`src/rtl/bus_source_arbiter.sv`:
```
// Registered bus-source arbiter: fixed-priority or round-robin grant with conflict tracking.
// Optional BUS_ARB_CONFLICT_CAPTURE_EN latches the first conflicting req pattern.
module bus_source_arbiter #(
  parameter int N_SRC = 24,
  parameter int SEL_W = 5,
  parameter int MODE  = 0,
  parameter int CNT_W = 8
) (
  input  logic             clk,
  input  logic             clr,
  input  logic             en,
  input  logic [N_SRC-1:0] req,
  input  logic             lock,
  output logic [SEL_W-1:0] sel,
  output logic             sel_valid,
  output logic [N_SRC-1:0] grant,
  output logic             conflict,
  output logic [CNT_W-1:0] conflict_cnt
`ifdef BUS_ARB_CONFLICT_CAPTURE_EN
  ,
  output logic [N_SRC-1:0] conflict_mask
`endif
);

  typedef enum logic {
    S_IDLE,
    S_GRANT
  } state_t;

  state_t           state_q, state_d;
  logic [SEL_W-1:0] sel_q, sel_d;
  logic             valid_q, valid_d;
  logic [N_SRC-1:0] grant_q, grant_d;
  logic             conflict_q, conflict_d;
  logic [CNT_W-1:0] cnt_q, cnt_d;
  logic [SEL_W-1:0] ptr_q, ptr_d;
`ifdef BUS_ARB_CONFLICT_CAPTURE_EN
  logic [N_SRC-1:0] mask_q, mask_d;
`endif

  logic [N_SRC-1:0] req_m1;
  logic [N_SRC-1:0] rot;
  logic             multi;
  logic             hold_c;
  logic             arb_c;
  logic             found;
  int               off;
  int               win_k;
  int               win_n;
  logic [SEL_W-1:0] win_sel;
  logic [SEL_W-1:0] win_ptr;
  logic [N_SRC-1:0] win_oh;

  // Two or more bits set iff clearing the lowest set bit leaves something.
  assign req_m1 = req - N_SRC'(1);
  assign multi  = |(req & req_m1);
  assign hold_c = (state_q == S_GRANT) && lock && |(req & grant_q);
  assign arb_c  = (|req) && !hold_c;

  // Rotate req so the search always starts at bit 0, then map back.
  always_comb begin
    rot   = req;
    found = 1'b0;
    off   = 0;
    win_k = 0;
    win_n = 0;
    if (MODE == 1) begin
      rot = N_SRC'({req, req} >> ptr_q);
    end
    for (int i = 0; i < N_SRC; i++) begin
      if (!found && rot[i]) begin
        found = 1'b1;
        off   = i;
      end
    end
    win_k = off;
    if (MODE == 1) begin
      win_k = int'(ptr_q) + off;
    end
    if (win_k >= N_SRC) begin
      win_k = win_k - N_SRC;
    end
    win_n = win_k + 1;
    if (win_n >= N_SRC) begin
      win_n = 0;
    end
    win_sel = SEL_W'(win_k);
    win_ptr = SEL_W'(win_n);
    win_oh  = N_SRC'(1) << win_k;
  end

  always_comb begin
    state_d    = state_q;
    sel_d      = sel_q;
    valid_d    = valid_q;
    grant_d    = grant_q;
    conflict_d = conflict_q;
    cnt_d      = cnt_q;
    ptr_d      = ptr_q;
`ifdef BUS_ARB_CONFLICT_CAPTURE_EN
    mask_d     = mask_q;
`endif
    if (en) begin
      conflict_d = multi;
      if (multi && (cnt_q != '1)) begin
        cnt_d = cnt_q + CNT_W'(1);
      end
`ifdef BUS_ARB_CONFLICT_CAPTURE_EN
      if (multi && (mask_q == '0)) begin
        mask_d = req;
      end
`endif
      unique case (1'b1)
        hold_c: begin
          state_d = S_GRANT;
        end
        arb_c: begin
          state_d = S_GRANT;
          sel_d   = win_sel;
          valid_d = 1'b1;
          grant_d = win_oh;
          if (MODE == 1) begin
            ptr_d = win_ptr;
          end
        end
        default: begin
          state_d = S_IDLE;
          sel_d   = '0;
          valid_d = 1'b0;
          grant_d = '0;
        end
      endcase
    end
  end

  always_ff @(posedge clk) begin
    if (clr) begin
      state_q    <= S_IDLE;
      sel_q      <= '0;
      valid_q    <= 1'b0;
      grant_q    <= '0;
      conflict_q <= 1'b0;
      cnt_q      <= '0;
      ptr_q      <= '0;
`ifdef BUS_ARB_CONFLICT_CAPTURE_EN
      mask_q     <= '0;
`endif
    end else begin
      state_q    <= state_d;
      sel_q      <= sel_d;
      valid_q    <= valid_d;
      grant_q    <= grant_d;
      conflict_q <= conflict_d;
      cnt_q      <= cnt_d;
      ptr_q      <= ptr_d;
`ifdef BUS_ARB_CONFLICT_CAPTURE_EN
      mask_q     <= mask_d;
`endif
    end
  end

  assign sel          = sel_q;
  assign sel_valid    = valid_q;
  assign grant        = grant_q;
  assign conflict     = conflict_q;
  assign conflict_cnt = cnt_q;
`ifdef BUS_ARB_CONFLICT_CAPTURE_EN
  assign conflict_mask = mask_q;
`endif

endmodule

```
`config.mk`:
```
export PLATFORM = sky130hd
export DESIGN_NAME = bus_source_arbiter
export DESIGN_NICKNAME = d
export VERILOG_FILES = /design/src/rtl/bus_source_arbiter.sv
export SDC_FILE = /design/constraint.sdc
export NUM_CORES = 1
export LEC_CHECK = 0
export CELL_PAD_IN_SITES_DETAIL_PLACEMENT = 0
export CELL_PAD_IN_SITES_GLOBAL_PLACEMENT = 1
export CORE_UTILIZATION = 45
export CTS_CLUSTER_DIAMETER = 40
export DETAILED_ROUTE_END_ITERATION = 10
export DONT_BUFFER_PORTS = 1
export PLACE_DENSITY_LB_ADDON = 0.1
export SYNTH_ARGS = -nofsm -noshare
export SYNTH_HDL_FRONTEND = slang
export SYNTH_SLANG_ARGS = --single-unit
```
`constraint.sdc`:
```
create_clock -name clk -period 3.4 [get_ports clk]
set_input_delay 0.51 -clock clk [delete_from_list [all_inputs] [get_ports clk]]
set_output_delay 0.51 -clock clk [all_outputs]
set_load 0.02 [all_outputs]
```
==> impl_metrics.env, run 1 <==
export IMPL_synth_flop_cell="dfxtp_1"
export IMPL_grt_max_degree=25
export IMPL_postCtsSetupBuffers=0
export IMPL_seq_area_sq_um=801
export IMPL_cts_resized=0
export IMPL_static_leakage_power_uw=0.000819
export IMPL_crit_start="grant[6]"
export IMPL_hp_class="input pin to register"
export IMPL_max_stage_delay_ps=410
export IMPL_ys_ff_latch=40
export IMPL_vias_per_cell=6.06
export IMPL_synth_adder_area_share_pct=1.53
export IMPL_initial_utilization_pct=46.8
export IMPL_synth_area_leaders="dfxtp_1 36%, nand2_1 5.6%, nor2_1 5.6%"
export IMPL_worst_setup_path_start_kind="register"
export IMPL_multiInputGateArea_sq_mm=0.00134
export IMPL_ys_warn_count=0
export IMPL_worst_r2r_path_depth=7
export IMPL_maxCapViolations=0
export IMPL_drt_initial_drc_count=134
export IMPL_fin_crit_ps=2350
export IMPL_hp_start="clr"
export IMPL_yosysTopAreaCellShare_pct=36.2
export IMPL_nets=303
export IMPL_critPathArrivalTime_ps=2540
export IMPL_hold_viol_final=0
export IMPL_drtAntennaViolNets=0
export IMPL_area_growth_pct=7.13
export IMPL_first_pass_iters=4
export IMPL_num_antenna_cells=0
export IMPL_path_delay_family="compound AO/OA/AOI/OAI gates"
export IMPL_yosys_cell_types_count=60
export IMPL_wl_mm=6.42
export IMPL_gp_congestion=0.858
export IMPL_yosysSeqAreaShare_pct=36.2
export IMPL_fillCellCount=470
export IMPL_synth_nets=302
export IMPL_cts_hold_buffers_added=0
export IMPL_clock_skew_ps=4.44
export IMPL_fp_coreArea_sq_mm=0.00472
export IMPL_cp_slowest_cell="dfxtp_1"
export IMPL_clock_fmax_mhz=425
export IMPL_die_y_microns=72.1
export IMPL_yosys_area_share_simple_pct=29.7
export IMPL_clk_latency_ps=290
export IMPL_dpl_cell_count=334
export IMPL_antenna_found_initial=0
export IMPL_endpoint="grant[11]"
export IMPL_port_buffers=0
export IMPL_reg2reg_to="grant[11]"
export IMPL_synth_edf_count=0
export IMPL_overflow=0
export IMPL_drc=0
export IMPL_dieArea_sq_mm=0.00520
export IMPL_r2r_slack_ps=1050
export IMPL_track_usage_pct=25.3
export IMPL_synth_most_common_cell="dfxtp_1"
export IMPL_fin_cells=342
export IMPL_path_clk_slew_ps=80
export IMPL_setup_viol=0
export IMPL_cp_data_required_time_ps=3590
export IMPL_cts_sinks=40
export IMPL_clock_path_buffers=2
export IMPL_crit_fanout=24
export IMPL_num_vias=2071
export IMPL_synth_area_leader_cell="dfxtp_1"
export IMPL_hold_slack_ps=275
export IMPL_finalCritPeriodShare_pct=69.2
export IMPL_crit_chain="a222oi_1 -> inv_1 -> nor4_1 -> a21oi_1 -> nor2b_1 -> buf_4 -> a22o_1"
export IMPL_die_w_microns=72.1
export IMPL_crit_type="register to register"
export IMPL_rsz0062_at_grt="no"
export IMPL_async_flop_share_pct=0
export IMPL_cts_root_buf="clkbuf_8"
export IMPL_tns_ps=0
export IMPL_max_slew_worst_pin_slew_ps=981
export IMPL_netlist_instances=273
export IMPL_fp_row_count=25
export IMPL_critPathCaptureType="register"
export IMPL_reg2reg_from="grant[6]"
export IMPL_cts_max_level=2
export IMPL_cts_tree="built"
export IMPL_grt_pass1_vias=1845
export IMPL_syn_area_sq_mm=0.00221
export IMPL_path_buf_inv=2
export IMPL_synth_top_family_by_area="simple AND/OR/NAND/NOR gates"
export IMPL_avgSynthCellArea_sq_um=8.10
export IMPL_cts_buffers_inserted=5
export IMPL_grt_pass1_wl_mm=9.92
export IMPL_layout_drive_gt1_share_pct=11.6
export IMPL_ir_drop_mv=0.271
export IMPL_power_density_mw_per_mm2=379
export IMPL_routedWlPerCell_microns=18.8
export IMPL_slew_violations=0
export IMPL_hpwlAfterDp_mm=4.84
export IMPL_status="complete, no violations"
export IMPL_synth_common_cells="40 x dfxtp_1, 33 x nand2_1, 33 x nor2_1"
export IMPL_synth_xor_area_share_pct=0
export IMPL_muxShareOfSynthArea_pct=4.02
export IMPL_io_pins=67
export IMPL_synth_compound_area_share_pct=25.5
export IMPL_relSlewSlack_pct=34.6
export IMPL_worstSetupPathDepth=7
[cells in the final DEF, fill, tap and decap left out, types with 3 or more instances in the layout]
cell	count
nor3_1	10
nand2b_1	5
clkbuf_8	6
a22o_1	8
o21ai_0	24
inv_1	7
dfxtp_1	40
nor4_1	6
nand4_1	3
nor2_1	33
nand2_1	33
and2_1	3
mux2i_1	4
mux2_2	3
buf_4	3
nand3_1	6
nor2b_1	7
a21oi_1	12
or3_2	3
a22oi_1	10
and3_1	4
[state kept, by name, summed over array words and instances (netlist names)]
signal        flops
sel_valid         1
grant            24
sel               5
state_q           1
conflict          1
conflict_cnt      8
[report_power, final]
part	switching (uW)	leakage (uW)	internal, uW
sequential	18.3	0.000324	477
clock	165	0.0000510	162
combinational	44.2	0.000444	32.1
total	228	0.000819	671
[logic make-up after synthesis]
kind of cell               after synthesis
muxes                                    8
DFF                                     40
and+or+nand+nor                        127
AOI/OAI and AO/OA                       79
adders and majority gates                3
buffers and inverters                   16
[worst min-delay path by stage]
| stage | end | cells past startpoint |
|---|---|---|
| 5_1_grt | conflict_cnt[6] | 1 |
| 3_3_place_gp | state_q | 2 |
| 3_5_place_dp | state_q | 2 |
| 4_1_cts | conflict_cnt[6] | 1 |
| 6_report | conflict_cnt[6] | 1 |
| 2_1_floorplan | state_q | 2 |
[layout make-up]
type                       instances  share of cell area (%)
multi-input combinational        217                    56.7
sequential                        40                    33.8
tap                               67                    3.54
clock buffer                       6                    3.48
inverter                           7                    1.11
timing repair buffer               3                   0.950
clock inverter                     2                   0.422
[per-stage QoR]
| step | setup slack [ps] | area (sq um) | util [%] | power (uW) |
|---|---|---|---|---|
| 2_1_floorplan | 907 | 2210 | - | 571 |
| 3_3_place_gp | 838 | 2280 | 48.2 | 582 |
| 3_5_place_dp | 774 | 2280 | 48.2 | 583 |
| 4_1_cts | 1020 | 2370 | 50.2 | 907 |
| 5_1_grt | 875 | 2370 | 50.2 | 937 |
| 6_report | 1050 | 2370 | 50.2 | 899 |
[metal layers]
| metal | vias up | global-route usage, % | wire [microns] |
|---|---|---|---|
| met5 | - | 0 | 0 |
| li1 | 1018 | - | - |
| met4 | 0 | 6.97 | 58 |
| met3 | 4 | 6.94 | 594 |
| met1 | 963 | 35.9 | 2940 |
| met2 | 86 | 37.7 | 2830 |
No activity file was read; power rests on OpenSTA's default activity.
==> run 2: changes to the inputs <==
--- a/config.mk
+++ b/config.mk
@@ -5,9 +5,10 @@
 export SDC_FILE = /design/constraint.sdc
 export NUM_CORES = 1
 export LEC_CHECK = 0
+export ABC_AREA = 1
 export CELL_PAD_IN_SITES_DETAIL_PLACEMENT = 0
 export CELL_PAD_IN_SITES_GLOBAL_PLACEMENT = 1
-export CORE_UTILIZATION = 45
+export CORE_UTILIZATION = 43
 export CTS_CLUSTER_DIAMETER = 40
 export DETAILED_ROUTE_END_ITERATION = 10
 export DONT_BUFFER_PORTS = 1
==> constraint.sdc (replaced) <==
create_clock -name clk -period 2.2 [get_ports clk]
set_input_delay 0.33 -clock clk [delete_from_list [all_inputs] [get_ports clk]]
set_output_delay 0.33 -clock clk [all_outputs]
set_load 0.02 [all_outputs]
==> run 2 against run 1 <==
Design area is 27% higher. Cell count is 51% higher. Utilization is 0.46 points higher. Flip-flop and latch count did not move. Critical path depth is 2 higher. Clock skew increased by 5.6 ps. Sequential power up 51%. Critical path type unchanged. Area after synthesis grew 21%. Hold slack lost 190 ps. Register-to-register slack got worse by 760 ps.
==> impl_metrics.env, run 2 <==
export IMPL_cts_sinks=40
export IMPL_cts_max_level=2
export IMPL_slew_violations=0
export IMPL_dpl_cell_count=510
export IMPL_gp_congestion=0.899
export IMPL_drc=0
export IMPL_synth_area_leaders="dfxtp_1 30%, nand2_1 18%, a21oi_1 7.5%"
export IMPL_grt_pass1_vias=2591
export IMPL_finalCritPeriodShare_pct=86.8
export IMPL_overflow=0
export IMPL_mostFrequentLayoutCell="nand2_1"
export IMPL_busiest_layer="met2"
export IMPL_grt_pass1_wl_mm=13.0
export IMPL_setup_ws_ps=290
export IMPL_cp_slowest_cell="dfxtp_1"
export IMPL_drtAntennaViolNets=0
export IMPL_antenna_found_initial=0
export IMPL_vias_per_cell=5.40
export IMPL_ir_drop_mv=0.274
export IMPL_nets=471
export IMPL_synth_xor_area_share_pct=1.63
export IMPL_relSlewSlack_pct=72.1
export IMPL_fin_cells=518
export IMPL_hold_viol_final=0
export IMPL_synth_nets=453
export IMPL_mostFrequentLayoutCells="128 x nand2_1, 49 x nor2_1, 40 x a21oi_1, 40 x dfxtp_1, 33 x inv_1"
export IMPL_async_flop_share_pct=0
export IMPL_yosysSeqAreaShare_pct=29.9
export IMPL_crit_fanout=10
export IMPL_clock_path_buffers=2
export IMPL_path_clk_slew_ps=90
export IMPL_routedWlPerCell_microns=16.0
export IMPL_synth_adder_area_share_pct=0.467
export IMPL_clock_power_share_pct=41.4
export IMPL_switching_share_pct=26.3
export IMPL_hp_class="input pin to register"
export IMPL_critPathCaptureType="register"
export IMPL_synth_compound_area_share_pct=10.5
export IMPL_synth_common_cells="128 x nand2_1, 49 x nor2_1, 40 x a21oi_1, 40 x dfxtp_1, 33 x inv_1"
export IMPL_fp_row_count=28
export IMPL_die_y_microns=80.9
export IMPL_utilization_pct=50.6
export IMPL_p_sw_uw=417
export IMPL_muxShareOfSynthArea_pct=0
export IMPL_tns_ps=0
export IMPL_crit_type="register to register"
export IMPL_setup_viol=0
export IMPL_clk_latency_ps=300
export IMPL_cts_hold_buffers_added=0
export IMPL_synth_top_family_by_area="simple AND/OR/NAND/NOR gates"
export IMPL_cpMostUsedCell="nand2_1"
export IMPL_p_int_uw=1170
export IMPL_grt_met3_usage_pct=5.51
export IMPL_power_density_mw_per_mm2=525
export IMPL_synth_edf_count=0
export IMPL_die_w_microns=80.9
export IMPL_postCtsSetupBuffers=0
export IMPL_syn_area_sq_mm=0.00268
export IMPL_track_usage_pct=26.3
export IMPL_critPathArrivalTime_ps=2100
export IMPL_netlist_instances=424
export IMPL_cts_resized=0
export IMPL_max_stage_delay_ps=400
export IMPL_maxCapViolations=0
export IMPL_initial_utilization_pct=45.0
export IMPL_hpwlAfterDp_mm=6.51
export IMPL_met1_usage_pct=35.8
export IMPL_layout_drive_gt1_share_pct=16.0
export IMPL_grt_max_degree=38
export IMPL_status="complete, no violations"
export IMPL_synth_area_leader_cell="dfxtp_1"
export IMPL_largest_register_ff_count=24
export IMPL_synth_most_common_cell="nand2_1"
export IMPL_port_buffers=0
export IMPL_synth_flop_cell="dfxtp_1"
export IMPL_pwr_share_comb_pct=11.1
export IMPL_ys_warn_count=0
export IMPL_clock_fmax_mhz=523
export IMPL_wl_mm=8.30
export IMPL_crit_chain="nand2_1 -> nand4_1 -> nor2_1 -> nand3_1 -> nand2_1 -> nand2_1 -> buf_4 -> o21ai_0 -> nor2_1"
export IMPL_fp_coreArea_sq_mm=0.00596
export IMPL_static_leakage_power_uw=0.00131
export IMPL_dieArea_sq_mm=0.00655
export IMPL_area_growth_pct=12.6
export IMPL_cts_root_buf="clkbuf_8"
export IMPL_cts_buffers_inserted=5
export IMPL_yosys_area_share_simple_pct=49.8
export IMPL_pre_cts_ws_ps=289
export IMPL_pwr_share_seq_pct=47.5
export IMPL_drt_initial_drc_count=172
export IMPL_first_pass_iters=4
export IMPL_clock_skew_ps=10.1
export IMPL_io_pins=67
export IMPL_avgSynthCellArea_sq_um=6.32
export IMPL_num_antenna_cells=0
export IMPL_met2_usage_pct=40.7
export IMPL_fin_crit_ps=1910
export IMPL_cts_tree="built"
export IMPL_ys_ff_latch=40
export IMPL_yosys_cell_types_count=30
export IMPL_fin_total_pwr_uw=1580
export IMPL_yosysTopAreaCellShare_pct=29.9
export IMPL_rsz0062_at_grt="no"
export IMPL_worst_setup_path_start_kind="register"
export IMPL_max_slew_worst_pin_slew_ps=416
export IMPL_num_vias=2798
export IMPL_cp_data_required_time_ps=2390
## run 2: cell types whose count changed in the layout (fill, tap and decap cells not counted), sizes merged, moves of 10 or more
cell	previous run	this run
nand2	33	143
nand4	4	32
nor2	33	65
inv	7	38
o21ai	24	8
a22oi	10	0
a21oi	12	40
buf	3	23
nand3	6	28
## run 2: critical path: cells and delay by family, from the launching register on
family                 cells  cell delay [ps]
buffers and inverters      1              220
and+or+nand+nor            7              910
AOI/OAI and AO/OA          1              280
DFF                        1              400
## run 2: power groups by stage
stage          clock network (uW)  logic [uW]  registers (uW)
5_1_grt                       698         196             754
3_3_place_gp                    0         175             769
2_1_floorplan                   0         137             774
3_5_place_dp                    0         175             769
4_1_cts                       673         176             752
6_report                      655         176             751
## run 2: cell families (layout without fill, tap and decap cells)
logic type      Yosys count  after routing
xor+xnor                  5              5
simple gates            275            275
flops                    40             40
compound gates           53             53
buf+inv                  50             69
fa+ha+maj                 1              1
## run 2: area by class of cell
| cell class | instances | area [sq um] |
|---|---|---|
| fillers | 658 | 2940 |
| flip-flops and latches | 40 | 801 |
| clock buffers | 6 | 82.6 |
| well taps | 75 | 93.8 |
| multi-input cells | 334 | 1670 |
| repair buffers | 23 | 185 |
| inverters | 38 | 143 |
| clock inverters | 2 | 38.8 |
## run 2: layer usage
| layer | wire length, microns | share of wire [%] |
|---|---|---|
| met2 | 3600 | 43 |
| met5 | 0 | 0 |
| met3 | 654 | 7.9 |
| met1 | 3900 | 47 |
| met4 | 144 | 1.7 |
## run 2: final timing paths
| check | from | to | slack (ps) | depth (start not counted) |
|---|---|---|---|---|
| worst max register to register | grant[11] | sel_valid | 290 | 9 |
| worst max-delay path | grant[11] | sel_valid | 290 | 9 |
| worst min register to register | state_q | state_q | 480 | 2 |
| worst min-delay path | clr | grant[1] | 80 | 1 |
## run 2: through the flow
step / hold slack (ps) / instance area [sq um]
after global routing: 69.8 / 3020
after detailed placement: 404 / 2890
final: 82.6 / 3020
after global placement: 403 / 2890
after CTS: 78.8 / 3020
after floorplan: 449 / 2680
